**config.mk**
```make
export PLATFORM = sky130hd
export DESIGN_NAME = multicycle_control_fsm
export DESIGN_NICKNAME = d
export VERILOG_FILES = /design/src/rtl/multicycle_control_fsm_pkg.sv /design/src/rtl/branch_resolve.sv /design/src/rtl/multicycle_control_fsm.sv
export SDC_FILE = /design/constraint.sdc
export NUM_CORES = 1
export LEC_CHECK = 0
export BUFFER_PORTS_ARGS = -buffer_cell sky130_fd_sc_hd__buf_2
export CORE_MARGIN = 1.5
export CORE_UTILIZATION = 35
export DETAILED_ROUTE_END_ITERATION = 10
export PLACE_DENSITY = 0.58
export SYNTH_ARGS = -nofsm -noshare
export SYNTH_HDL_FRONTEND = slang
export SYNTH_SLANG_ARGS = --single-unit
```
**constraint.sdc**
```tcl
create_clock -name clk -period 2.34 [get_ports clk]
set_input_delay 0.234 -clock clk [delete_from_list [all_inputs] [get_ports clk]]
set_output_delay 0.234 -clock clk [all_outputs]
set_load 0.03 [all_outputs]
```
**src/rtl/multicycle_control_fsm_pkg.sv**
```systemverilog
// Shared types and encodings for the multi-cycle RISC-V control path.
// The aluop codes match what alu_control decodes.
package multicycle_control_fsm_pkg;

   typedef enum logic [3:0] {
      ST_RESET    = 4'd0,
      ST_FETCH    = 4'd1,
      ST_DECODE   = 4'd2,
      ST_MEM_ADDR = 4'd3,
      ST_MEM_RD   = 4'd4,
      ST_MEM_WR   = 4'd5,
      ST_WB_MEM   = 4'd6,
      ST_EXEC_R   = 4'd7,
      ST_EXEC_I   = 4'd8,
      ST_WB_ALU   = 4'd9,
      ST_BRANCH   = 4'd10
   } state_e;

   localparam logic [6:0] OP_R      = 7'b0110011;
   localparam logic [6:0] OP_I      = 7'b0010011;
   localparam logic [6:0] OP_LOAD   = 7'b0000011;
   localparam logic [6:0] OP_STORE  = 7'b0100011;
   localparam logic [6:0] OP_BRANCH = 7'b1100011;

   localparam logic [1:0] ALUOP_ADD = 2'b00;
   localparam logic [1:0] ALUOP_BR  = 2'b01;
   localparam logic [1:0] ALUOP_R   = 2'b10;

   localparam logic [1:0] SRCB_RS2  = 2'b00;
   localparam logic [1:0] SRCB_FOUR = 2'b01;
   localparam logic [1:0] SRCB_IMM  = 2'b10;

   localparam logic [2:0] F3_BEQ = 3'b000;
   localparam logic [2:0] F3_BNE = 3'b001;
   localparam logic [2:0] F3_BLT = 3'b100;
   localparam logic [2:0] F3_BGE = 3'b101;

endpackage

```
**src/rtl/branch_resolve.sv**
```systemverilog
// Conditional-branch decision from funct3 and the ALU flags.
// Purely combinational so a pipelined core can reuse it as-is.
module branch_resolve
   import multicycle_control_fsm_pkg::*;
(
   input  logic [2:0] funct3,
   input  logic       zero,
   input  logic       lt,
   output logic       taken
);

   always_comb begin
      taken = 1'b0;
      unique case (funct3)
         F3_BEQ:  taken = zero;
         F3_BNE:  taken = !zero;
         F3_BLT:  taken = lt;
         F3_BGE:  taken = !lt;
         default: taken = 1'b0;
      endcase
   end

endmodule

```
**src/rtl/multicycle_control_fsm.sv**
```systemverilog
// Main control FSM of the multi-cycle RISC-V datapath: sequences
// fetch/decode/execute/memory/write-back and counts retired instructions.
module multicycle_control_fsm
   import multicycle_control_fsm_pkg::*;
#(
   parameter int INSTRET_W = 32
) (
   input  logic                 clk,
   input  logic                 rst_n,
   input  logic [6:0]           opcode,
   input  logic [2:0]           funct3,
   input  logic                 mem_ready,
   input  logic                 zero,
   input  logic                 lt,
   output logic [1:0]           aluop,
   output logic                 alu_src_a,
   output logic [1:0]           alu_src_b,
   output logic                 iord,
   output logic                 mem_read,
   output logic                 mem_write,
   output logic                 ir_write,
   output logic                 pc_write,
   output logic                 reg_write,
   output logic                 mem_to_reg,
   output logic                 pc_src,
   output logic                 illegal,
   output logic [INSTRET_W-1:0] instret
);

   state_e               state_q, state_d;
   logic [INSTRET_W-1:0] instret_q, instret_d;
   logic                 taken;
   logic                 retire;

   branch_resolve u_branch_resolve (
      .funct3 (funct3),
      .zero   (zero),
      .lt     (lt),
      .taken  (taken)
   );

   always_ff @(posedge clk or negedge rst_n) begin
      if (!rst_n) begin
         state_q   <= ST_RESET;
         instret_q <= '0;
      end else begin
         state_q   <= state_d;
         instret_q <= instret_d;
      end
   end

   always_comb begin
      state_d    = state_q;
      retire     = 1'b0;
      aluop      = ALUOP_ADD;
      alu_src_a  = 1'b0;
      alu_src_b  = SRCB_RS2;
      iord       = 1'b0;
      mem_read   = 1'b0;
      mem_write  = 1'b0;
      ir_write   = 1'b0;
      pc_write   = 1'b0;
      reg_write  = 1'b0;
      mem_to_reg = 1'b0;
      pc_src     = 1'b0;
      illegal    = 1'b0;
      unique case (state_q)
         ST_RESET: state_d = ST_FETCH;
         ST_FETCH: begin
            mem_read  = 1'b1;
            alu_src_b = SRCB_FOUR;
            ir_write  = mem_ready;
            pc_write  = mem_ready;
            if (mem_ready) state_d = ST_DECODE;
         end
         // Branch target lands in ALUOut while the opcode is decoded.
         ST_DECODE: begin
            alu_src_b = SRCB_IMM;
            unique case (opcode)
               OP_R:              state_d = ST_EXEC_R;
               OP_I:              state_d = ST_EXEC_I;
               OP_LOAD, OP_STORE: state_d = ST_MEM_ADDR;
               OP_BRANCH:         state_d = ST_BRANCH;
               default: begin
                  state_d = ST_FETCH;
                  illegal = 1'b1;
               end
            endcase
         end
         ST_MEM_ADDR: begin
            alu_src_a = 1'b1;
            alu_src_b = SRCB_IMM;
            state_d   = (opcode == OP_STORE) ? ST_MEM_WR : ST_MEM_RD;
         end
         ST_MEM_RD: begin
            iord     = 1'b1;
            mem_read = 1'b1;
            if (mem_ready) state_d = ST_WB_MEM;
         end
         ST_MEM_WR: begin
            iord      = 1'b1;
            mem_write = 1'b1;
            if (mem_ready) begin
               state_d = ST_FETCH;
               retire  = 1'b1;
            end
         end
         ST_WB_MEM: begin
            reg_write  = 1'b1;
            mem_to_reg = 1'b1;
            state_d    = ST_FETCH;
            retire     = 1'b1;
         end
         ST_EXEC_R: begin
            alu_src_a = 1'b1;
            aluop     = ALUOP_R;
            state_d   = ST_WB_ALU;
         end
         ST_EXEC_I: begin
            alu_src_a = 1'b1;
            alu_src_b = SRCB_IMM;
            state_d   = ST_WB_ALU;
         end
         ST_WB_ALU: begin
            reg_write = 1'b1;
            state_d   = ST_FETCH;
            retire    = 1'b1;
         end
         ST_BRANCH: begin
            alu_src_a = 1'b1;
            aluop     = ALUOP_BR;
            pc_src    = 1'b1;
            pc_write  = taken;
            state_d   = ST_FETCH;
            retire    = 1'b1;
         end
         default: state_d = ST_RESET;
      endcase
      instret_d = instret_q + INSTRET_W'(retire);
   end

   assign instret = instret_q;

endmodule
```
==> out/qor.yml <==
run_status:
  status: "complete, no violations"
routing:
  drtAntennaViolNets: 0
  drc: 0
  avgRoutedWirePerCell_um: 12.98
  drt_iter0_markers: 61
  vias: 1664
  viasPerCell: 4.982
  dr.pass1.iters: 4
  wirelength_um: 4336
cts:
  htreeDepth: 2
  hold_buffers: 0
  clk_root_buffer_cell: "clkbuf_8"
  cts.clk_slew.worst_paths_ps: 70
  cts.sinks: 36
  cts_tree: "built"
  clockBufferDepth: 2
  numCtsBuffers: 5
  clock_latency_ps: 290
floorplan:
  rows: 27
  io_pins: 61
  start_util_pct: 36.08
  die-area_um2: 6100
  die_h_um: 78.11
  core_um2: 5473
  die_width_um: 78.11
power_and_ir_drop:
  power.total_mw: 2.084
  total_leakage_power_nw: 1.231
  p_comb_share_pct: 40.7
  seq_power_share_pct: 36.5
  p_int_mw: 1.251
  vdd_drop_max_uv: 463.9
  p_switching_mw: 0.8333
  sw_frac_of_total_pct: 39.98
  pwr_density_cell_nw_per_um2: 828.7
  pwr-share-clk_pct: 22.8
global_route:
  grt_max_degree: 37
  first_global_vias: 1538
  grt_pass1_wl_um: 7079
  antenna_found_initial: 0
  grt_overflow: 0
  grt_usage_pct: 14.32
sta:
  skew_ps: 7.169
  final_hold_viol_count: 0
  worstMarginPinSlew_ps: 799.1
  hold_slack_ps: 31.99
  max_freq_mhz: 456.9
  slew_headroom_pct: 46.73
  slew_violations: 0
  setup_tns_ps: 0
  period_share_pct: 93.53
  min_period_ps: 2189
  finalSetupViolations: 0
  rsz0062_at_grt: "no"
flow_run:
  drv_cap: 0
critical_path:
  cp_max_fo: 8
  critPathKind: "reg -> reg"
  reg2reg_from: "state_q[2]$_DFFE_PN0P_"
  reg2regPathDepth: 10
  crit_required_ps: 2510
  cp-end-kind: "flop"
  start_kind: "flop"
  critPathLaunch: "state_q[2]$_DFFE_PN0P_"
  r2r_setup_slack_ps: 150
  cp_data_arrival_time_ps: 2360
  worst_r2r_endpoint: "instret[28]$_DFF_PN0_"
synth:
  seq_area_frac_synth_pct: 45.63
  synth-seq-cells: 36
  ys_types: 44
  synth-edff-count: 0
  synth.largest_area_cell: "dfrtp_1"
  synthCells: 191
  ys.flop_type: "dfrtp_1"
  async_flop_share_pct: 100.0
  synth_fp_nets: 209
  yosys_warnings: 0
  synth_area_per_cell_um2: 10.34
  synth_top_cell_area_share_pct: 45.63
  syn-cell-area_um2: 1974
  netlist_top_cells_area: "dfrtp_1 (46%), xnor2_1 (12%), nand4_1 (3.5%)"
hold_path:
  hp-class: "in -> async"
final_layout:
  final_layout_size_suffix_gt1_share_pct: 33.21
  post-route-util_pct: 45.95
  diodes: 0
  n_fill_cell: 549
  syn2layout_area_growth_pct: 27.38
  fin_area_um2: 2515
  fin_nets: 280
  mostFrequentLayoutCells: "buf_2 (60), dfrtp_1 (35), xnor2_1 (28)"
  layout_commonest_cell: "buf_2"
placement:
  placed_cell_area_um2: 2390
  dpl.hpwl_um: 3166
  port-buffer-count: 60
  globalplace.congestion: 0.7849
==> critical path: stages, from the launching register on <==
cell and delay, ps:
dfrtp_2 450, nand2b_1 180, o21ai_1 70, and3b_1 190, ha_1 150, ha_1 150, nand4_1 220, nor3_4 220
buf_6 150, nand4_1 120, xnor2_1 150
==> sequential cells by signal, summed over array words and instances, names as in the netlist <==
name     flops
instret     32
state_q      4
==> kinds of logic (layout without fill, tap and decap cells) <==
logic type | Yosys count | count (layout) | synth area share [%]
xor gates and xnor gates | 32 | 32 | 14.20
buffers and inverters | 10 | 81 | 2.534
adders and majority gates | 3 | 3 | 1.901
muxes | 1 | 1 | 0.5070
and+or+nand+nor | 89 | 89 | 28.52
DFF | 36 | 36 | 45.63
AOI/OAI and AO/OA | 20 | 20 | 6.718
==> layout make-up <==
type                    count  area (um2)  area share, %
clock buffers               7       96.34          3.831
inverters                   4       15.01         0.5970
multi-input cells         145        1032          41.04
flip-flops and latches     36       902.1          35.87
well taps                  72       90.09          3.582
repair buffers             70       379.1          15.07
==> cell usage after synthesis (2+ instances only) <==
master	number
o22ai_1	3
nand2_1	16
a21oi_1	7
xnor2_1	28
nand3_1	12
ha_1	3
dfrtp_1	36
nor4_1	3
xor2_1	4
o21ai_0	2
inv_1	4
nand4_1	11
nor2_2	2
nor3_1	4
nor4_4	2
a21o_1	2
clkbuf_1	3
nand4b_1	3
nor2_1	11
and3_1	5
nand2b_1	7
==> metrics by stage <==
step	worst slack, ps	cells
5_1_grt	31.66	334
4_1_cts	104.5	332
3_5_place_dp	126.2	325
3_3_place_gp	183.5	325
2_1_floorplan	63.09	191
6_report	151.3	334
==> how the worst max path moves through the flow <==
stage                            endpoint  slack (ps)  cells after the start
finish              instret[28]$_DFF_PN0_         150                     10
global route        instret[30]$_DFF_PN0_          30                     10
CTS                 instret[24]$_DFF_PN0_         100                      9
detailed placement  instret[24]$_DFF_PN0_         130                      9
global placement    instret[24]$_DFF_PN0_         180                      9
floorplan           instret[26]$_DFF_PN0_          60                     10
==> layer usage <==
metal	wire [um]	up-vias	track usage (%)
met4	47	0	4.821
met3	235	5	3.372
li1	-	824	-
met5	0	-	0
met1	2066	779	18.55
met2	1987	56	23.48
==> repair_timing <==
action                                  CTS  global route
buffers inserted                          0             2
endpoints found under the setup margin    0             9
endpoints found under the hold margin     0             0
resized for setup                         0             4
==> power by group through the flow <==
stage	logic (mW)	registers (mW)	clock network (mW)
2_1_floorplan	0.525	0.833	0
3_3_place_gp	0.850	0.769	0
3_5_place_dp	0.848	0.771	0
4_1_cts	0.851	0.759	0.492
5_1_grt	0.932	0.768	0.519
6_report	0.847	0.762	0.475
Power figures use the tool's default switching activity.
